### src/rtl/ctrl_pkg.sv
// Shared definitions for the sequencer control unit: opcodes, ALU codes,
// FSM state encoding and the decoded control bundle.
package ctrl_pkg;

  localparam logic [3:0] OP_ADD   = 4'b0000;
  localparam logic [3:0] OP_SUB   = 4'b0010;
  localparam logic [3:0] OP_LOAD  = 4'b0100;
  localparam logic [3:0] OP_STORE = 4'b0110;
  localparam logic [3:0] OP_JUMP  = 4'b1000;
  localparam logic [3:0] OP_BR0   = 4'b1101;
  localparam logic [3:0] OP_BR1   = 4'b1110;
  localparam logic [3:0] OP_BR2   = 4'b1111;

  localparam logic [3:0] ALU_ADD  = 4'b1000;
  localparam logic [3:0] ALU_SUB  = 4'b0100;
  localparam logic [3:0] ALU_MEM  = 4'b1001;
  localparam logic [3:0] ALU_NONE = 4'b0000;

  typedef enum logic [2:0] {
    ST_IDLE,
    ST_DECODE,
    ST_EXEC,
    ST_MEM,
    ST_WB,
    ST_TRAP
  } state_t;

  // readBoth drives both register selects; readRs1 drives only reg1 (LOAD)
  typedef struct packed {
    logic       valid;
    logic       readBoth;
    logic       readRs1;
    logic       toMem;
    logic       toWb;
    logic       memWe;
    logic       jump;
    logic       branch;
    logic [3:0] aluCode;
  } ctrl_t;

endpackage

### src/rtl/ctrl_decoder.sv
// Combinational opcode decoder: maps a 4-bit opcode onto the control bundle
// that steers the sequencer FSM and its Moore outputs.
module ctrl_decoder
  import ctrl_pkg::*;
(
  input  logic [3:0] opcode_i,
  output ctrl_t      ctrl_o
);

  always_comb begin
    ctrl_o = '0;
    case (opcode_i)
      OP_ADD: begin
        ctrl_o.valid    = 1'b1;
        ctrl_o.readBoth = 1'b1;
        ctrl_o.toWb     = 1'b1;
        ctrl_o.aluCode  = ALU_ADD;
      end
      OP_SUB: begin
        ctrl_o.valid    = 1'b1;
        ctrl_o.readBoth = 1'b1;
        ctrl_o.toWb     = 1'b1;
        ctrl_o.aluCode  = ALU_SUB;
      end
      OP_LOAD: begin
        ctrl_o.valid    = 1'b1;
        ctrl_o.readRs1  = 1'b1;
        ctrl_o.toMem    = 1'b1;
        ctrl_o.toWb     = 1'b1;
        ctrl_o.aluCode  = ALU_MEM;
      end
      OP_STORE: begin
        ctrl_o.valid    = 1'b1;
        ctrl_o.readBoth = 1'b1;
        ctrl_o.toMem    = 1'b1;
        ctrl_o.memWe    = 1'b1;
        ctrl_o.aluCode  = ALU_MEM;
      end
      OP_JUMP: begin
        ctrl_o.valid    = 1'b1;
        ctrl_o.jump     = 1'b1;
        ctrl_o.aluCode  = ALU_NONE;
      end
      OP_BR0, OP_BR1, OP_BR2: begin
        ctrl_o.valid    = 1'b1;
        ctrl_o.readBoth = 1'b1;
        ctrl_o.branch   = 1'b1;
        ctrl_o.aluCode  = opcode_i;
      end
      default: ;
    endcase
  end

endmodule

### src/rtl/seq_control_unit.sv
// Multi-cycle instruction sequencer (IDLE/DECODE/EXEC/MEM/WB/TRAP).
// Optional macro SEQ_CTRL_TRAP_EN enables illegal-opcode and memory-timeout traps.
module seq_control_unit
  import ctrl_pkg::*;
#(
  parameter int INSTR_W     = 16,
  parameter int REG_ADR_W   = 2,
  parameter int MEM_ADR_W   = 8,
  parameter int MEM_TIMEOUT = 15
) (
  input  logic                 clk,
  input  logic                 rst_n,
  input  logic                 instr_valid,
  output logic                 instr_ready,
  input  logic [INSTR_W-1:0]   instr,
  output logic [3:0]           alu_code,
  input  logic                 alu_flag,
  output logic [REG_ADR_W-1:0] reg1,
  output logic [REG_ADR_W-1:0] reg2,
  output logic                 reg_read,
  output logic                 reg_write,
  output logic                 mem_req,
  output logic                 mem_we,
  output logic [MEM_ADR_W-1:0] mem_adr,
  input  logic                 mem_ack,
  output logic                 pc_jump,
  output logic [MEM_ADR_W-1:0] pc_target,
  output logic                 busy,
  output logic                 trap
);

  if (INSTR_W < 4 + 2*REG_ADR_W + MEM_ADR_W || MEM_TIMEOUT < 1) begin : g_param_check
    $error("seq_control_unit: INSTR_W too narrow for its fields or MEM_TIMEOUT < 1");
  end

  state_t               state_q;
  logic [INSTR_W-1:0]   instr_q;
  ctrl_t                ctrl;
  logic [3:0]           opcode;
  logic [REG_ADR_W-1:0] rs1;
  logic [REG_ADR_W-1:0] rs2;
  logic [MEM_ADR_W-1:0] adr;
  logic                 memTimeout;

  assign opcode = instr_q[INSTR_W-1 -: 4];
  assign rs1    = instr_q[INSTR_W-5 -: REG_ADR_W];
  assign rs2    = instr_q[INSTR_W-5-REG_ADR_W -: REG_ADR_W];
  assign adr    = instr_q[MEM_ADR_W-1:0];

  ctrl_decoder u_decoder (
    .opcode_i (opcode),
    .ctrl_o   (ctrl)
  );

`ifdef SEQ_CTRL_TRAP_EN
  localparam int TO_W = $clog2(MEM_TIMEOUT + 1);
  logic [TO_W-1:0] timeout_q;

  // Counts consecutive MEM cycles without an acknowledge; cleared elsewhere
  always_ff @(posedge clk or negedge rst_n) begin
    if (!rst_n) begin
      timeout_q <= '0;
    end else if (state_q == ST_MEM && !mem_ack) begin
      timeout_q <= timeout_q + TO_W'(1);
    end else begin
      timeout_q <= '0;
    end
  end

  assign memTimeout = (timeout_q == TO_W'(MEM_TIMEOUT - 1));
`else
  assign memTimeout = 1'b0;
`endif

  always_ff @(posedge clk or negedge rst_n) begin
    if (!rst_n) begin
      state_q <= ST_IDLE;
      instr_q <= '0;
    end else begin
      case (state_q)
        ST_IDLE: begin
          if (instr_valid) begin
            instr_q <= instr;
            state_q <= ST_DECODE;
          end
        end
        ST_DECODE: begin
          if (ctrl.valid) begin
            state_q <= ST_EXEC;
          end else begin
`ifdef SEQ_CTRL_TRAP_EN
            state_q <= ST_TRAP;
`else
            state_q <= ST_IDLE;
`endif
          end
        end
        ST_EXEC: begin
          if (ctrl.toMem) begin
            state_q <= ST_MEM;
          end else if (ctrl.toWb) begin
            state_q <= ST_WB;
          end else begin
            state_q <= ST_IDLE;
          end
        end
        ST_MEM: begin
          if (mem_ack) begin
            state_q <= ctrl.toWb ? ST_WB : ST_IDLE;
          end else if (memTimeout) begin
            state_q <= ST_TRAP;
          end
        end
        ST_WB:   state_q <= ST_IDLE;
        ST_TRAP: state_q <= ST_TRAP;
        default: state_q <= ST_IDLE;
      endcase
    end
  end

  // Moore outputs; ready is qualified by rst_n so everything reads 0 in reset
  always_comb begin
    instr_ready = 1'b0;
    busy        = 1'b0;
    trap        = 1'b0;
    alu_code    = '0;
    reg1        = '0;
    reg2        = '0;
    reg_read    = 1'b0;
    reg_write   = 1'b0;
    mem_req     = 1'b0;
    mem_we      = 1'b0;
    mem_adr     = '0;
    pc_jump     = 1'b0;
    pc_target   = '0;
    case (state_q)
      ST_IDLE: instr_ready = rst_n;
      ST_DECODE: begin
        busy = 1'b1;
        if (ctrl.readBoth) begin
          reg1     = rs1;
          reg2     = rs2;
          reg_read = 1'b1;
        end else if (ctrl.readRs1) begin
          reg1 = rs1;
        end
      end
      ST_EXEC: begin
        busy     = 1'b1;
        alu_code = ctrl.aluCode;
        if (ctrl.jump || ctrl.branch) begin
          pc_jump   = ctrl.jump | alu_flag;
          pc_target = adr;
        end
      end
      ST_MEM: begin
        busy    = 1'b1;
        mem_req = 1'b1;
        mem_we  = ctrl.memWe;
        mem_adr = adr;
      end
      ST_WB: begin
        busy      = 1'b1;
        reg_write = 1'b1;
        reg1      = rs1;
      end
      ST_TRAP: begin
        busy = 1'b1;
`ifdef SEQ_CTRL_TRAP_EN
        trap = 1'b1;
`endif
      end
      default: ;
    endcase
  end

endmodule

### config.mk
export PLATFORM = sky130hd
export DESIGN_NAME = seq_control_unit
export DESIGN_NICKNAME = d
export VERILOG_FILES = /design/src/rtl/ctrl_pkg.sv /design/src/rtl/ctrl_decoder.sv /design/src/rtl/seq_control_unit.sv
export SDC_FILE = /design/constraint.sdc
export NUM_CORES = 1
export LEC_CHECK = 0
export ABC_AREA = 1
export BUFFER_PORTS_ARGS = -buffer_cell sky130_fd_sc_hd__buf_2
export CAP_MARGIN = 40
export CORE_ASPECT_RATIO = 0.7
export CORE_UTILIZATION = 49
export DETAILED_ROUTE_END_ITERATION = 6
export PLACE_DENSITY_LB_ADDON = 0.12
export SYNTH_ARGS = -nofsm -noshare
export SYNTH_HDL_FRONTEND = slang
export SYNTH_SLANG_ARGS = --single-unit
### constraint.sdc
create_clock -name clk -period 2.3 [get_ports clk]
set_input_delay 0.46 -clock clk [delete_from_list [all_inputs] [get_ports clk]]
set_output_delay 0.46 -clock clk [all_outputs]
set_load 0.05 [all_outputs]
Word level (Yosys, flattened, before mapping)
Index checks and enable logic that the tools add are counted.
{ "word_totals": {"ff_bits": 19, "wordCells": 61, "output_inout_bits": 32} }
{ "op_classes": {"n_mux": 33, "bitwise": 1, "eq_ne": 14, "n_reduce_logical": 11} }
{ "ops": {"columns": ["cell", "count"], "rows": [
  ["8-bit 2-to-1 mux", 3],
  ["1-bit 2-to-1 mux", 17],
  ["4-bit equality test (second input constant)", 4],
  ["4-bit one-hot mux with 4 select lines", 1],
  ["3-bit one-hot mux with 5 select lines", 1],
  ["3-bit 2-to-1 mux", 4],
  ["2-bit 2-to-1 mux", 5],
  ["4-bit by 3-bit equality test with 1-bit output (second input constant)", 2],
  ["8-bit OR reduction", 1],
  ["3-bit by 2-bit equality test with 1-bit output (second input constant)", 2],
  ["3-bit equality test (second input constant)", 2],
  ["3-bit OR reduction", 2],
  ["6-bit OR reduction", 1],
  ["5-bit OR reduction", 1],
  ["4-bit by 2-bit equality test with 1-bit output (second input constant)", 1],
  ["4-bit logical NOT", 1],
  ["4-bit 2-to-1 mux", 1],
  ["2-bit != test (second input constant)", 2],
  ["2-bit one-hot mux with 2 select lines", 1],
  ["2-bit AND reduction", 2],
  ["3-bit by 1-bit equality test with 1-bit output (second input constant)", 1],
  ["3-bit logical NOT", 1],
  ["2-bit OR reduction", 1],
  ["1-bit logical OR", 1],
  ["1-bit OR", 1]
]} }

Depth between registers and ports, before layout
Gate-level depths: netlist (run 1).
{ "depth": {"depth_word": 6, "ltp_mapped": 8, "mapped_depth_nobuf": 8} }

Modules after synthesis
Synthesis (run 1) repeated with hierarchy kept, for this count alone.
{ "hier_totals": {"hier_cells": 181, "area_unflattened_um2": 1249.9} }
{ "by_module_without_submodules": {"columns": ["module", "instances", "cells_each", "area_per_inst_um2"], "rows": [
  ["seq_control_unit", 1, 150, 1122.3],
  ["ctrl_decoder", 1, 31, 127.6]
]} }

Least setup slack after synthesis (run 1)
Ideal clock, no wire load.
{ "synth_path": {"path_type": "register -> output", "startpoint": "register state_q[0]", "endpoint": "output reg1[0]", "slack_ps": -313, "path_buffers": 0, "required_ps": 1840, "t_arrival_ps": 2153, "path_stages_with_launch": 6, "cell_sequence": "dfrtp_1 nor2_4 inv_1 nor2_1 a21oi_1 nor2_1"} }
{ "synth_via": {"elab_chain_cells": 2} }
{ "synth_rtl": {"columns": ["element", "line_no", "source"], "rows": [
  ["start: declaration", "seq_control_unit.sv:36", "state_t state_q;"],
  ["start signal: assignment", "seq_control_unit.sv:109", "state_q <= ctrl.toWb ? ST_WB : ST_IDLE;"],
  ["3-bit equality test or 3-bit by 1-bit equality test with 1-bit output (tied branches)", "seq_control_unit.sv:136", "case (state_q)"],
  ["2-bit one-hot mux with 2 select lines (*)", "seq_control_unit.sv:136", null],
  ["end: declaration", "seq_control_unit.sv:18", "output logic [REG_ADR_W-1:0] reg1,"]
]} }
Every way passes the cells marked *; elsewhere a longest branch is shown, timed or not.

Worst setup path in the final report (run 1)
{ "layout_path": {"startpoint": "register instr_q[13]", "endpoint": "output reg1[1]"} }
{ "layout_via": {"elab_chain_cells": 5} }
{ "layout_rtl": {"columns": ["element", "line_no", "source"], "rows": [
  ["start: declaration", "seq_control_unit.sv:37", "logic [INSTR_W-1:0] instr_q;"],
  ["start signal: assignment", "seq_control_unit.sv:83", "instr_q <= instr;"],
  ["4-bit by 2-bit equality test with 1-bit output (tied with other cells)", "ctrl_decoder.sv:12", "case (opcode_i)"],
  ["6-bit OR reduction (no source line) or 1-bit 2-to-1 mux (tied branches)", null, null],
  ["1-bit 2-to-1 mux or 2-bit 2-to-1 mux (tied branches)", "ctrl_decoder.sv:12, seq_control_unit.sv:144", null],
  ["2-bit 2-to-1 mux (*)", "seq_control_unit.sv:140", "if (ctrl.readBoth) begin"],
  ["2-bit one-hot mux with 2 select lines (*)", "seq_control_unit.sv:136", null]
]} }
Marks and branches as above.

==> impl_metrics.ini, run 1 <==
[drt]
drt_iter0_drc = 66
viasPerCell = 4.72
drc = 0
wl_per_cell_microns = 10.3
firstDrtPassIters = 4
ant_nets = 0
vias = 1151
routed_wl_microns = 2510

[power]
p_leak_nw = 0.895
p_per_area_nw_per_um2 = 1400
peakVddDrop_mv = 0.961

[floorplan]
core-area_sq_um = 2170
row_count = 14
chipWidth_microns = 59.7
ioPinCount = 53
start_util_pct = 52.6
dieArea_sq_um = 2530
dieHeight_microns = 42.4

[cts]
cts-root-buf = clkbuf_4
path_clk_slew_ns = 0.10
clock-sinks = 19
clock_path_buffers = 2
cts_tree = done
htreeDepth = 1
cts_buffers = 3
clock_latency_ns = 0.29
holdBufCountCts = 0

[critical_path]
worstPathBufferInverterCount = 2
critical_path_class = reg2out
path_max_fanout = 6
critPathArrivalTime_ns = 1.70
cp_cell_sequence = inv_1, nand2_1, nand2_1, nand2_1, a21oi_2, nor2_2, buf_2
start_kind = flop
slowest_delay_ns = 0.44
cpMaxStageDelayCell = dfrtp_1
r2r.worst_path.cells = 4
crit_path_frequent_cell = nand2_1
crit_family = flip-flops
cp.depth = 7
worst-r2r-setup-slack_ns = 0.94
end_kind = primary output
required_ns = 1.84

[timing]
holdWs_ns = 0.120
slew_violations = 0
finClkSkew_ns = 0.00112
hold_violations = 0
max_freq_mhz = 463
setup_tns_ns = 0
rsz0062_at_grt = no
final-setup-viol-count = 0
final.period_utilization_pct = 93.8
post-route-min-period_ns = 2.16

[global_routing]
grt_pass1_vias = 937
grt_antenna_before_repair = 0
grt_max_degree = 33
grt_pass1_wl_microns = 4040
grt.total_usage_pct = 21.5
grtUsageMet2_pct = 32.9
met3_usage_pct = 6.48
grt_use_met1_pct = 30.8
busiest_layer = met2
grt_overflow_total = 0

[min_path]
hold_path_class = in2async

[cells_and_area]
final_area_sq_um = 1460
final_nets = 234
area_growth_pct = 27.9
n_fill_cell = 191
final_common_cell = buf_2
antenna_cells = 0
final_cells = 244
drive_gt1_share_pct = 34.0
final_cell_mix = 46 x buf_2, 39 x nor2_1, 27 x inv_1

[synth]
ys_types = 19
ys_ff_latch = 19
synth_nets = 181
syn_inst = 160
yosys_warnings = 0
synth.avg_cell_area_sq_um = 7.15
synth_area_sq_um = 1140
synth-seq-area-share_pct = 41.6

[placement]
placed_cell_area_sq_um = 1420
dp_hpwl_microns = 2010
placed_cells = 240
place_congestion = 0.808
port_buffers = 51

[flow_run]
timing.max_cap.violations = 0

[status]
status = completed
final timing paths:
check | startpoint | endpoint
setup / recovery | instr_q[13]$_DFFE_PN0P_ | reg1[1]
hold / removal | rst_n | instr_q[14]$_DFFE_PN0P_
setup reg to reg | state_q[0]$_DFFE_PN0P_ | instr_q[9]$_DFFE_PN0P_
hold reg to reg | instr_q[8]$_DFFE_PN0P_ | instr_q[8]$_DFFE_PN0P_
max in group asynchronous | rst_n | instr_q[6]$_DFFE_PN0P_
min in group clk | instr[14] | instr_q[14]$_DFFE_PN0P_
stage by stage:
stage	worst slack (ns)	util [%]	power, mW
after floorplan	0.0252	-	1.65
after global placement	0.474	65.3	1.85
after detailed placement	0.434	65.3	1.88
after CTS	0.0968	66.5	2.05
after global routing	0.0113	67.3	2.21
final	0.142	67.3	2.05
cell usage after synthesis:
cell type | count | area share, %
nor2_1 | 42 | 14
inv_1 | 27 | 8.9
a21oi_1 | 21 | 9.2
nand2_1 | 20 | 6.6
dfrtp_1 | 19 | 42
nand3_1 | 10 | 4.4
nor2_4 | 4 | 3.9
buf_6 | 3 | 3.0
inv_2 | 3 | 0.98
nand2_2 | 2 | 1.1
buf_4 | 1 | 0.66
conb_1 | 1 | 0.33
nand2_4 | 1 | 0.98
nand3_4 | 1 | 1.5
nand3b_1 | 1 | 0.66
nand4_1 | 1 | 0.55
nor3_1 | 1 | 0.44
nor3_2 | 1 | 0.88
o211ai_1 | 1 | 0.66
area by class of cell:
type	count	area [sq um]	area share [%]
well taps	32	40.0	2.74
multi-input cells	107	531	36.3
clock buffers	4	26.3	1.80
flip-flops and latches	19	475	32.5
repair buffers	52	275	18.8
inverters	30	115	7.87
layer usage:
metal	part of all wire (%)	routed length, microns	up-vias
met1	44	1100	510
li1	-	-	591
met4	0	0	0
met3	9.2	232	0
met2	47	1190	50
met5	0	0	-
registers in the layout, summed over array words and instances (netlist names):
| signal | flops |
|---|---|
| state_q | 3 |
| instr_q | 16 |
cells by family after synthesis:
logic type      Yosys count  synth area share [%]
other cells               1                 0.328
compound gates           22                  9.85
simple gates             84                  34.8
flops                    19                  41.6
buf+inv                  34                  13.5
worst register-to-register path, stage by stage, from the launching register on:
cell and delay [ns]:
dfrtp_1 0.50, nor2_4 0.19, nand3_4 0.29, nor2_1 0.21, a21oi_1 0.06
power by group:
group | switching (mW) | internal, mW | leakage [nW]
Combinational | 0.976 | 0.316 | 0.666
Clock | 0.0943 | 0.0675 | 0.0150
Sequential | 0.108 | 0.486 | 0.214
timing repair:
item,in CTS,in global routing
endpoints found under the hold margin,0,0
buffers inserted,0,0
gates resized for setup,0,7
endpoints found under the setup margin,0,11
Power figures use the tool's default switching activity.
==> inputs of run 2 (changes only) <==
--- a/config.mk
+++ b/config.mk
@@ -11,6 +11,7 @@
 export CORE_ASPECT_RATIO = 0.7
 export CORE_UTILIZATION = 49
 export DETAILED_ROUTE_END_ITERATION = 6
+export GPL_TIMING_DRIVEN = 1
 export PLACE_DENSITY_LB_ADDON = 0.12
 export SYNTH_ARGS = -nofsm -noshare
 export SYNTH_HDL_FRONTEND = slang
==> constraint.sdc (replaced) <==
create_clock -name clk -period 2.3 [get_ports clk]
set_input_delay 0.23 -clock clk [delete_from_list [all_inputs] [get_ports clk]]
set_output_delay 0.23 -clock clk [all_outputs]
set_load 0.05 [all_outputs]
==> impl_metrics.ini, run 2 (same netlist as run 1, synthesis figures left out) <==
[global_routing]
grt.total_usage_pct = 23.5
grt_antenna_before_repair = 0
grt_pass1_vias = 1035
grt_max_degree = 33
grt_pass1_wl_microns = 4360
grt_overflow_total = 0

[cells_and_area]
final_area_sq_um = 1440
n_fill_cell = 213
fin_util_pct = 66.4
largest-register = instr_q
antenna_cells = 0
largest_reg_flops = 16
area_growth_pct = 26.0
reg_top3 = instr_q: 16 flops, state_q: 3 flops
final_cell_mix = 51 x buf_2, 42 x nor2_1, 27 x inv_1
final_nets = 235
final_common_cell = buf_2
drive_gt1_share_pct = 31.5

[timing]
slew_violations = 0
hold_violations = 0
finClkSkew_ns = 0.00760
max_freq_mhz = 510
final-setup-viol-count = 0
rsz0062_at_grt = no
post-route-min-period_ns = 1.96
final.period_utilization_pct = 85.3

[cts]
clock_path_buffers = 2
cts_buffers = 3
clock-sinks = 19
htreeDepth = 1
clock_latency_ns = 0.29
cts-root-buf = clkbuf_4
cts_tree = done
path_clk_slew_ns = 0.10

[drt]
vias = 1187
drt_iter0_drc = 72
ant_nets = 0
wl_per_cell_microns = 11.0
viasPerCell = 4.84
firstDrtPassIters = 4
routed_wl_microns = 2690
drc = 0

[min_path]
hp-start = instr[12]
whs_endpoint = instr_q[12]$_DFFE_PN0P_
min_path_cells = 3
hold_path_class = in2reg

[status]
status = completed

[power]
comb_power_share_pct = 62.6
p_seq_share_pct = 29.3
peakVddDrop_mv = 0.743
fin_total_pwr_mw = 2.03
power.internal_mw = 0.857
p_leak_nw = 0.900
p_per_area_nw_per_um2 = 1410
power.switching_mw = 1.17
p_clk_share_pct = 8.1
p_sw_share_pct = 57.8

[critical_path]
critPathArrivalTime_ns = 1.73
r2r.worst_path.cells = 4
required_ns = 2.07
end_kind = primary output
path_max_fanout = 9
worst-r2r-setup-slack_ns = 0.93
r2r_end = instr_q[1]$_DFFE_PN0P_
start_kind = flop
r2r-start = state_q[0]$_DFFE_PN0P_
critical_path_class = reg2out

[floorplan]
core-area_sq_um = 2170
chipWidth_microns = 59.7
dieArea_sq_um = 2530
start_util_pct = 52.6
ioPinCount = 53
row_count = 14
dieHeight_microns = 42.4

[placement]
placed_cell_area_sq_um = 1410
place_congestion = 0.868
dp_hpwl_microns = 2110
port_buffers = 51

[flow_run]
timing.max_cap.violations = 0
## run 2: through the flow
| step | setup TNS (ns) | instances | setup WS [ns] | hold slack [ns] |
|---|---|---|---|---|
| 6_report | 0 | 245 | 0.338 | 0.178 |
| 5_1_grt | 0 | 245 | 0.222 | 0.186 |
| 4_1_cts | 0 | 245 | 0.332 | 0.170 |
| 3_5_place_dp | 0 | 240 | 0.667 | 0.245 |
| 3_3_place_gp | 0 | 240 | 0.742 | 0.234 |
| 2_1_floorplan | -0.167 | 160 | -0.0834 | -0.0656 |
## run 2: worst max-delay path by stage
stage	startpoint	slack [ns]	to	cells after the start
5_1_grt	state_q[2]$_DFFE_PN0P_	0.22	pc_jump	6
3_3_place_gp	state_q[2]$_DFFE_PN0P_	0.74	alu_code[1]	6
3_5_place_dp	state_q[2]$_DFFE_PN0P_	0.67	pc_jump	6
6_report	instr_q[13]$_DFFE_PN0P_	0.34	pc_jump	7
2_1_floorplan	state_q[0]$_DFFE_PN0P_	-0.08	reg1[0]	5
4_1_cts	state_q[2]$_DFFE_PN0P_	0.33	pc_jump	6
## run 2: layout make-up
class                      count  area [sq um]  area share (%)
multi-input combinational    107           514            35.7
sequential                    19           475            33.0
timing repair buffer          53           273            18.9
inverter                      30           113            7.81
tap                           32          40.0            2.78
clock buffer                   4          26.3            1.82
## run 2: power groups by stage
stage	clock network (mW)	registers, mW	logic [mW]
2_1_floorplan	0	0.573	1.06
3_3_place_gp	0	0.591	1.24
3_5_place_dp	0	0.603	1.27
4_1_cts	0.171	0.594	1.28
5_1_grt	0.185	0.615	1.40
6_report	0.164	0.595	1.27
## run 2: critical path: stages, from the launching register on
cell	delay [ns]
dfrtp_1	0.43
inv_1	0.11
nand2_1	0.08
nand2_1	0.13
nand2_1	0.13
nand2_2	0.13
nor2_1	0.15
buf_2	0.28
## run 2: repair_timing
action | CTS | global route
endpoints found under the hold margin | 19 | 0
hold buffers | 1 | 0
resized for setup | 0 | 0
setup buffers | 0 | 0
## run 2: layer usage
metal / vias to the layer above / global-route usage, % / share of wire [%]
li1: 593 / - / -
met1: 532 / 29.7 / 42
met2: 60 / 39.6 / 50
met3: 2 / 5.56 / 7.2
met4: 0 / 6.98 / 0.74
met5: - / 0 / 0
